$ cat config.mk
export PLATFORM = sky130hd
export DESIGN_NAME = corr_peak_search
export DESIGN_NICKNAME = d
export VERILOG_FILES = /design/src/rtl/corr_pkg.sv /design/src/rtl/corr_raster_cnt.sv /design/src/rtl/corr_peak_search.sv
export SDC_FILE = /design/constraint.sdc
export NUM_CORES = 1
export LEC_CHECK = 0
export ABC_AREA = 1
export CELL_PAD_IN_SITES_DETAIL_PLACEMENT = 2
export CELL_PAD_IN_SITES_GLOBAL_PLACEMENT = 2
export CORE_UTILIZATION = 27
export CTS_BUF_LIST = sky130_fd_sc_hd__clkbuf_16
export CTS_CLUSTER_DIAMETER = 200
export DETAILED_ROUTE_END_ITERATION = 6
export GPL_TIMING_DRIVEN = 0
export PLACE_DENSITY_LB_ADDON = 0.25
export SKIP_CTS_REPAIR_TIMING = 1
export SLEW_MARGIN = 0
export SYNTH_ARGS = -nofsm -noshare
export SYNTH_HDL_FRONTEND = slang
export SYNTH_SLANG_ARGS = --single-unit
$ cat constraint.sdc
create_clock -name iCLK -period 3.4 [get_ports iCLK]
set_input_delay 0.51 -clock iCLK [delete_from_list [all_inputs] [get_ports iCLK]]
set_output_delay 0.51 -clock iCLK [all_outputs]
set_load 0.05 [all_outputs]
$ cat src/rtl/corr_pkg.sv
// Shared types for the correlation search pipeline: coordinate width, default
// score width, sequencer state encoding and candidate-offset arithmetic.
package corr_pkg;

  localparam int COORD_W         = 13;
  localparam int DEFAULT_SCORE_W = 28;

  typedef logic [COORD_W-1:0] coord_t;

  typedef enum logic [2:0] {
    IDLE,
    ISSUE,
    WAIT,
    CMP,
    DONE
  } corrState_t;

  // Coordinates wrap modulo 2**COORD_W by truncation.
  function automatic coord_t candCoord(input coord_t base, input int unsigned idx,
                                       input int unsigned step);
    return base + coord_t'(idx * step);
  endfunction

endpackage

$ cat src/rtl/corr_raster_cnt.sv
// Raster-order index counter (ix fastest) with clear, advance and last flag.
// Advancing while on the last position holds the indices.
module corr_raster_cnt #(
  parameter int X_STEPS = 8,
  parameter int Y_STEPS = 8,
  localparam int XW = (X_STEPS > 1) ? $clog2(X_STEPS) : 1,
  localparam int YW = (Y_STEPS > 1) ? $clog2(Y_STEPS) : 1
) (
  input  logic          iCLK,
  input  logic          iRST,
  input  logic          iClr,
  input  logic          iAdv,
  output logic [XW-1:0] oIx,
  output logic [YW-1:0] oIy,
  output logic          oLast
);

  logic rowEnd;

  assign rowEnd = (oIx == XW'(X_STEPS - 1));
  assign oLast  = rowEnd && (oIy == YW'(Y_STEPS - 1));

  always_ff @(posedge iCLK or posedge iRST) begin
    if (iRST) begin
      oIx <= '0;
      oIy <= '0;
    end else if (iClr) begin
      oIx <= '0;
      oIy <= '0;
    end else if (iAdv && !oLast) begin
      if (rowEnd) begin
        oIx <= '0;
        oIy <= oIy + YW'(1);
      end else begin
        oIx <= oIx + XW'(1);
      end
    end
  end

endmodule

$ cat src/rtl/corr_peak_search.sv
// Raster search sequencer and peak tracker around the correlation score engine.
// Optional WAIT watchdog and oTimeout port enabled by CORR_PEAK_TIMEOUT_EN.
module corr_peak_search
  import corr_pkg::*;
#(
  parameter int X_STEPS        = 8,
  parameter int Y_STEPS        = 8,
  parameter int STEP           = 4,
  parameter int SCORE_W        = DEFAULT_SCORE_W,
  parameter int TIMEOUT_CYCLES = 262144
) (
  input  logic               iCLK,
  input  logic               iRST,
  input  logic               iStart,
  input  logic [COORD_W-1:0] iX0,
  input  logic [COORD_W-1:0] iY0,
  output logic [COORD_W-1:0] oCand_X,
  output logic [COORD_W-1:0] oCand_Y,
  output logic               oCand_valid,
  input  logic [SCORE_W-1:0] iScore,
  input  logic               iScore_valid,
  output logic [COORD_W-1:0] oBest_X,
  output logic [COORD_W-1:0] oBest_Y,
  output logic [SCORE_W-1:0] oBest_score,
  output logic               oBusy,
  output logic               oDone
`ifdef CORR_PEAK_TIMEOUT_EN
  ,
  output logic               oTimeout
`endif
);

  localparam int XW = (X_STEPS > 1) ? $clog2(X_STEPS) : 1;
  localparam int YW = (Y_STEPS > 1) ? $clog2(Y_STEPS) : 1;

  corrState_t   state, stateNext;
  coord_t       x0Reg, y0Reg;
  logic [SCORE_W-1:0] scoreReg;
  logic [XW-1:0] ix;
  logic [YW-1:0] iy;
  logic         lastCand;
  logic         rasterClr, rasterAdv;
  logic         wdExpired;

  corr_raster_cnt #(
    .X_STEPS(X_STEPS),
    .Y_STEPS(Y_STEPS)
  ) uRaster (
    .iCLK (iCLK),
    .iRST (iRST),
    .iClr (rasterClr),
    .iAdv (rasterAdv),
    .oIx  (ix),
    .oIy  (iy),
    .oLast(lastCand)
  );

  // Candidate offset is derived from the held origin and indices, so it stays
  // stable from ISSUE until the indices advance for the next ISSUE.
  assign oCand_X     = candCoord(x0Reg, 32'(ix), 32'(STEP));
  assign oCand_Y     = candCoord(y0Reg, 32'(iy), 32'(STEP));
  assign oCand_valid = (state == ISSUE);
  assign oBusy       = (state == ISSUE) || (state == WAIT) || (state == CMP);
  assign oDone       = (state == DONE);

  always_ff @(posedge iCLK or posedge iRST) begin
    if (iRST) state <= IDLE;
    else      state <= stateNext;
  end

  always_comb begin
    stateNext = state;
    rasterClr = 1'b0;
    rasterAdv = 1'b0;
    unique case (state)
      IDLE: begin
        if (iStart) begin
          rasterClr = 1'b1;
          stateNext = ISSUE;
        end
      end
      ISSUE: stateNext = WAIT;
      WAIT: begin
        if (iScore_valid || wdExpired) stateNext = CMP;
      end
      CMP: begin
        if (lastCand) begin
          stateNext = DONE;
        end else begin
          rasterAdv = 1'b1;
          stateNext = ISSUE;
        end
      end
      DONE:    stateNext = IDLE;
      default: stateNext = IDLE;
    endcase
  end

  always_ff @(posedge iCLK or posedge iRST) begin
    if (iRST) begin
      x0Reg       <= '0;
      y0Reg       <= '0;
      scoreReg    <= '0;
      oBest_X     <= '0;
      oBest_Y     <= '0;
      oBest_score <= '0;
    end else begin
      if (rasterClr) begin
        x0Reg       <= iX0;
        y0Reg       <= iY0;
        oBest_X     <= iX0;
        oBest_Y     <= iY0;
        oBest_score <= '0;
      end
      if (state == WAIT) begin
        if (iScore_valid)   scoreReg <= iScore;
        else if (wdExpired) scoreReg <= '0;
      end
      // Strict compare: ties keep the earlier raster candidate.
      if ((state == CMP) && (scoreReg > oBest_score)) begin
        oBest_score <= scoreReg;
        oBest_X     <= oCand_X;
        oBest_Y     <= oCand_Y;
      end
    end
  end

`ifdef CORR_PEAK_TIMEOUT_EN
  localparam int WD_W = $clog2(TIMEOUT_CYCLES + 1);

  logic [WD_W-1:0] wdCnt;

  assign wdExpired = (state == WAIT) && !iScore_valid &&
                     (wdCnt == WD_W'(TIMEOUT_CYCLES - 1));

  always_ff @(posedge iCLK or posedge iRST) begin
    if (iRST) begin
      wdCnt    <= '0;
      oTimeout <= 1'b0;
    end else begin
      if (state != WAIT)      wdCnt <= '0;
      else if (!iScore_valid) wdCnt <= wdCnt + WD_W'(1);
      if (rasterClr)      oTimeout <= 1'b0;
      else if (wdExpired) oTimeout <= 1'b1;
    end
  end
`else
  assign wdExpired = 1'b0;
`endif

endmodule

==> metrics.md, run 1 <==
| Metric | Value |
|---|---|
| Status | `completed` |
| Yosys top cell by area | `dfrtp_1` |
| Clock power frac | `between 15 and 20%` |
| Die height | `between 150 and 200 um` |
| First-pass GRT wire length | `~35000 um` |
| Vias in the first global route | `6478` |
| Share of flip-flops with an asynchronous set or reset | `100%` |
| CTS tree | `built` |
| Design Area, Final | `around 8700 um2` |
| Lkg Pwr | `~4.4 nW` |
| Worst-path clk slew | `approximately 0.06 ns` |
| Worst-Skew Late Latency | `roughly 0.42 ns` |
| Placed Area | `~8100 um2` |
| Critical Path Start Type | `flip-flop` |
| Worst Setup End Kind | `output port` |
| CP top delay family | `buffers and inverters` |
| Switching share of power | `just over 50%` |
| Cell mode on critical path | `nand3_1` |
| Die area | `23800 um2` |
| CTS Buf Count | `17` |
| Via count | `5765` |
| Largest net degree at the start of global routing | `36` |
| Arrival time at the worst endpoint | `roughly 2.7 ns` |
| Layout cells sized above 1 | `9.85%` |
| Mapped Nets | `around 860` |
| Largest stage delay, worst path | `about 0.70 ns` |
| HPWL Detailed | `between 15000 and 20000 um` |
| Final-stage net count | `1019` |
| Sequential group share of total power | `24.0%` |
| Setup tns final | `0 ns` |
| Starting Density | `between 20 and 30%` |
| Post-synthesis sequential area ratio | `about 47%` |
| Post-synth top area share | `46.7%` |
| Root Buffer | `clkbuf_16` |
| Count leader, synth | `nand2_1` |
| GPL Wtd Cong | `0.756` |
| RSZ-0062 raised after global routing | `no` |
| Setup slack after layout | `approximately 0.18 ns` |
| Worst Path Buf+Inv | `2` |
| Initial antenna violation count | `0` |
| DRT antenna net count | `0` |
| Post-layout min period | `~3.2 ns` |
| Synthesized cell area | `between 6000 and 7000 um2` |
| Area Growth Syn to Fin | `38.8%` |
| Peak supply drop | `0.547 mV` |
| WL/cell | `17.9 um` |
| Clock Sinks | `~120` |
| Number of flops mapped to enable cells by yosys | `0` |
| Maxcap violations | `0` |
| Switching Power | `roughly 5.4 mW` |
| DRT Pass-1 Iters | `4` |
| Placement Setup Slack | `around 0.15 ns` |
| Core Box Area | `22700 um2` |
| Min-Delay Path Class | `flip-flop to flip-flop` |
| Max-slew violation count | `0` |
| Gr usage total | `19.3%` |
| DRT Wirelength | `~22000 um` |
| Die width | `roughly 150 um` |
| Cells after Synth | `~760` |
| YS warnings | `0` |
| CP required | `approximately 2.9 ns` |
| Library cells used by synthesis | `31` |
| Max clock buf depth | `2` |
| Kind of critical path | `flip-flop to output port` |
| Slew Limit Headroom | `a little over half` |
| I/O Pins | `around 140` |
| PortBufs | `between 100 and 150` |
| DP Cell Count | `~1200` |
| Gate power share | `about three fifths` |
| Worst-Margin Slew | `a little under 0.7 ns` |
| CP Cell Sequence | `ha_1 > nand3_1 > nand3_1 > nand2_1 > nor2_1 > xor2_1 > inv_1 > clkdlybuf4s50_1` |
| Syn avg cell area | `~8.3 um2` |
| First DRT Iteration DRCs | `~160` |
| Area contributors post-synth | `dfrtp_1, nand2_1, nand3_1, ha_1, inv_1` |
| Post-route clock skew | `between 0.015 and 0.02 ns` |
| H-tree depth | `4` |
| Commonest cells in the synthesized netlist | `nand2_1, dfrtp_1, nand3_1, inv_1, ha_1` |
| Vias per cell | `between 4 and 5` |
| Max stage delay cell, worst path | `clkdlybuf4s50_1` |
| Finished Layout Cells | `1219` |
| Tcrit/Tclk final | `between 90% and 100%` |
| Hold Violations, Final | `0` |
| Power Density | `1220 nW/um2` |
| Std-Cell Rows | `55` |
| Pint | `5.26 mW` |
| Crit-path max FO | `4` |
| DRC violation count after routing | `0` |
| N_diodes | `0` |
| Setup violators final | `0` |
| Top FF cell, synth | `dfrtp_1` |
| Total gr overflow | `0` |
| Synth Register Bits | `117` |
| FMAX | `approximately 310 MHz` |
logic make-up (layout without fill, tap and decap cells):
logic type	Yosys count	in the layout	synth area share [%]
fa+ha+maj	40	40	8.22
compound gates	65	65	5.51
mux	20	20	3.59
xor+xnor	8	8	1.12
simple gates	370	370	25.5
buf+inv	139	314	9.42
flops	117	117	46.7
routing by layer:
metal / vias to the layer above / part of all wire, % / GRT usage [%]
li1: 2756 / - / -
met1: 2880 / 45 / 23.2
met2: 108 / 50 / 33.9
met3: 21 / 4.2 / 4.46
met4: 0 / 1.5 / 6.41
met5: - / 0 / 0
placed cells by master, fill, tap and decap left out, types with 2 or more instances in the layout:
cell and instances:
nand2_1 202, clkdlybuf4s50_1 128, dfrtp_1 117, nand3_1 111
inv_1 101, ha_1 38, nor2_1 32, o21ai_0 30
a21oi_1 20, mux2_2 20, clkbuf_16 17, buf_2 16
dlymetal6s2s_1 10, o21ai_1 8, buf_4 7, nand3b_1 7
xor2_1 7, clkbuf_1 6, nand4_1 5, buf_1 5
clkinvlp_4 5, nor3_1 4, clkinv_2 4, a21o_1 3
nor2_2 3, nand2_2 3, buf_6 3, bufinv_16 3
buf_12 3, fa_1 2, clkinv_4 2, clkbuf_2 2
worst paths after layout:
| kind | start | end | slack [ns] | depth (start not counted) |
|---|---|---|---|---|
| max in group asynchronous | iRST | scoreReg[24] | 1.99 | 4 |
| hold / removal | y0Reg[4] | y0Reg[4] | 0.49 | 2 |
| hold reg to reg | y0Reg[4] | y0Reg[4] | 0.49 | 2 |
| setup / recovery | uRaster.oIx[2] | oCand_X[7] | 0.18 | 8 |
| min in group asynchronous | iRST | x0Reg[11] | 0.54 | 2 |
| setup reg to reg | oBest_score[7] | oBest_Y[1] | 1.10 | 14 |
worst reg2reg max path, cell delays in order (launching register included):
cell     delay (ns)
dfrtp_1        0.40
inv_1          0.07
ha_1           0.31
nand2_1        0.12
nor2_1         0.07
and2_1         0.15
nand2_1        0.07
nand3_1        0.10
nand2_1        0.09
nand2_2        0.07
nand2_2        0.20
buf_2          0.29
nand2_1        0.09
nand2_1        0.10
nand2_1        0.07
cell type report:
type	count	area, um2
timing repair buffer	143	1480
fill	2551	14000
clock buffer	17	425
sequential	117	2930
tap	285	357
clock inverter	15	165
multi-input combinational	503	2760
inverter	102	387
buffer	37	208
power by group through the flow:
stage	clock network (mW)	logic, mW	registers, mW
after global placement	0	6.18	2.54
final	1.84	6.23	2.55
after CTS	1.90	6.37	2.55
after detailed placement	0	6.31	2.56
after floorplan	0	3.29	3.36
after global routing	1.95	6.80	2.63
state kept, by name, indices dropped and copies added, names as in the netlist:
register and cells:
oBest_X 13, x0Reg 13, oBest_score 28, uRaster.oIx 3, scoreReg 28, oBest_Y 13, uRaster.oIy 3, state 3
y0Reg 13
metrics by stage:
step	power (mW)	hold WS (ns)	utilization [%]
6_report	10.6	0.492	38.3
5_1_grt	11.4	0.512	38.3
4_1_cts	10.8	0.497	38.2
3_5_place_dp	8.88	0.482	35.6
3_3_place_gp	8.72	0.472	35.4
2_1_floorplan	6.66	0.455	-
Power figures use the tool's default switching activity.
==> inputs of run 2 (changes only) <==
==> constraint.sdc (replaced) <==
create_clock -name iCLK -period 2.7 [get_ports iCLK]
set_input_delay 0.405 -clock iCLK [delete_from_list [all_inputs] [get_ports iCLK]]
set_output_delay 0.405 -clock iCLK [all_outputs]
set_load 0.05 [all_outputs]
==> run 2 against run 1 <==
Compared with the run above:
- first-iteration DRC count decreased by 18%
- non-clock buffer count grew 4
- final cell count up 0.33%
- clock power rose by 26%
- sequential power increased by 26%
- flip-flop and latch count stayed put
- wire length rose by 0.82%
- critical path depth grew 1
- register-to-register slack got worse by 0.70 ns
- count of clock-buffer cells in the layout stayed put
- clock skew about the same
- die area is the same
==> metrics.md, run 2 (same netlist as run 1, synthesis figures left out) <==
| Metric | Value |
|---|---|
| I/O Pins | `141 (unchanged)` |
| Largest net degree at the start of global routing | `36 (unchanged)` |
| H-tree depth | `4 (unchanged)` |
| CTS tree | `built` |
| CP top delay family | `adder cells` |
| N_diodes | `0 (unchanged)` |
| Cell mode on critical path | `nand2_1` |
| DRT antenna net count | `0 (unchanged)` |
| Multi-input gate area | `2860 um2 (+3.8%)` |
| DP Cell Count | `1187 (unchanged)` |
| Hold Violations, Final | `0 (unchanged)` |
| Max stage delay cell, worst path | `dfrtp_1` |
| Area Growth Syn to Fin | `40.5%` |
| Tcrit/Tclk final | `between 90 and 100%` |
| Setup violators final | `0 (unchanged)` |
| Via count | `5828 (+1.1%)` |
| Largest stage delay, worst path | `0.39 ns (-0.31 ns)` |
| First DRT Iteration DRCs | `133 (-18%)` |
| Arrival time at the worst endpoint | `2.25 ns (-0.46 ns)` |
| Core Box Area | `22700 um2 (unchanged)` |
| Leading cell type in the layout, fill and taps excluded | `nand2_1` |
| Power Density | `1530 nW/um2 (+25%)` |
| Maxcap violations | `0 (unchanged)` |
| Register area | `2930 um2 (about the same)` |
| Worst Path Buf+Inv | `3 (+1)` |
| Critical Path Start Type | `flip-flop` |
| Die width | `154 um (unchanged)` |
| Post-route clock skew | `0.0161 ns (+0.000105 ns)` |
| Total gr overflow | `0 (unchanged)` |
| Setup slack after layout | `0.0448 ns (-0.140 ns)` |
| Min-Delay Path Class | `input pin to async pin` |
| Status | `completed` |
| Lkg Pwr | `4.38 nW (-0.14%)` |
| CP Cell Sequence | `ha_4 > inv_1 > fa_2 > inv_2 > nand2_1 > a21oi_4 > nand2_1 > xor2_2 > buf_4` |
| Worst-path clk slew | `0.06 ns (about the same)` |
| Setup tns final | `0 ns (unchanged)` |
| Max-slew violation count | `0 (unchanged)` |
| Crit-path max FO | `3 (-1)` |
| Vias per cell | `4.77 (+0.76%)` |
| WL/cell | `18.0 um (+0.49%)` |
| Top flop regs | `oBest_score: 28 flops, scoreReg: 28 flops` |
| Kind of critical path | `flip-flop to output port` |
| Worst Reg-to-Reg Cells | `14 (unchanged)` |
| FMAX | `377 MHz` |
| Clock Sinks | `117 (unchanged)` |
| GPL Wtd Cong | `0.756 (unchanged)` |
| Starting Density | `27.6% (unchanged)` |
| Placement Setup Slack | `-0.446 ns (-0.595 ns)` |
| Worst Setup End Kind | `output port` |
| Post-layout min period | `2.66 ns` |
| Peak supply drop | `0.690 mV (+26%)` |
| CTS Buf Count | `17 (unchanged)` |
| Layout cells sized above 1 | `13.8% (+3.9 points)` |
| CP required | `2.30 ns (-0.59 ns)` |
| Placed Area | `8090 um2 (unchanged)` |
| Crit path depth | `9 (+1)` |
| RR Startpoint | `oBest_score[7]` |
| Capture point of the worst reg-to-reg path | `oBest_X[12]` |
| Root Buffer | `clkbuf_16` |
| Fill count | `2529 (-0.86%)` |
| Gr usage total | `19.3% (unchanged)` |
| Total design power | `13.5 mW (+27%)` |
| RSZ-0062 raised after global routing | `yes` |
| Finished Layout Cells | `1223 (+0.33%)` |
| Worst-Skew Late Latency | `0.42 ns (about the same)` |
| Die height | `154 um (unchanged)` |
| Fin Hold WS | `0.433 ns (-0.0588 ns)` |
| Die area | `23800 um2 (unchanged)` |
| DRT Wirelength | `22000 um (+0.82%)` |
| Initial antenna violation count | `0 (unchanged)` |
| First-pass GRT wire length | `35000 um (unchanged)` |
| Std-Cell Rows | `55 (unchanged)` |
| DRT Pass-1 Iters | `4 (unchanged)` |
| Worst-Margin Slew | `0.671 ns (-0.00663 ns)` |
| HPWL Detailed | `16000 um (unchanged)` |
| Finished Core Util | `38.8% (+0.47 points)` |
| DRC violation count after routing | `0 (unchanged)` |
| Vias in the first global route | `6478 (unchanged)` |
| PortBufs | `140 (unchanged)` |
| Slew Limit Headroom | `55.1% (+0.35 points)` |
| Design Area, Final | `8810 um2 (+1.2%)` |
| Most frequent cells in the layout | `nand2_1, clkdlybuf4s50_1, dfrtp_1` |
| Max clock buf depth | `2 (unchanged)` |
| R2R setup slack | `0.40 ns (-0.70 ns)` |
| Final-stage net count | `1023 (+0.39%)` |
-- run 2: cell types whose count changed in the layout (fill, tap and decap cells not counted), sizes merged --
cell,previous run,this run
clkdlybuf4s50,128,120
clkbuf,25,28
dlymetal6s2s,10,6
buf,34,47
-- run 2: worst register-to-register path, cell delays in order, from the launching register on --
cell	delay (ns)
dfrtp_1	0.40
inv_1	0.07
ha_1	0.31
nand2_1	0.12
nor2_1	0.07
and2_1	0.15
nand2_1	0.07
nand3_1	0.10
nand2_1	0.09
nand2_2	0.07
nand2_2	0.20
buf_2	0.30
nand2_1	0.08
nand2_1	0.10
nand2_1	0.07
-- run 2: area by class of cell --
type | count | share of cell area [%]
inverter | 102 | 4.39
tap | 285 | 4.05
clock inverter | 15 | 1.87
clock buffer | 17 | 4.83
sequential | 117 | 33.2
timing repair buffer | 147 | 16.8
buffer | 37 | 2.36
multi-input combinational | 503 | 32.5
-- run 2: layer usage --
layer / global-route usage (%) / part of all wire, %
met1: 23.2 / 44
met2: 33.9 / 50
met3: 4.46 / 4.3
met4: 6.41 / 1.6
met5: 0 / 0
-- run 2: how the worst max path moves through the flow --
stage | slack (ns) | start | to
finish | 0.04 | x0Reg[2] | oCand_X[10]
global route | -0.09 | uRaster.oIx[0] | oCand_X[10]
CTS | -0.90 | uRaster.oIy[0] | oCand_Y[12]
detailed placement | -0.45 | uRaster.oIy[0] | oCand_Y[12]
global placement | -0.54 | iRST | oBest_score[2]
floorplan | 0.12 | uRaster.oIx[0] | oCand_X[8]
-- run 2: where the power goes --
part | total, mW | leakage, nW | internal (mW) | switching, mW
combinational | 7.95 | 2.66 | 2.65 | 5.29
clock | 2.32 | 0.283 | 1.44 | 0.883
sequential | 3.22 | 1.44 | 2.58 | 0.646
total | 13.5 | 4.38 | 6.67 | 6.82
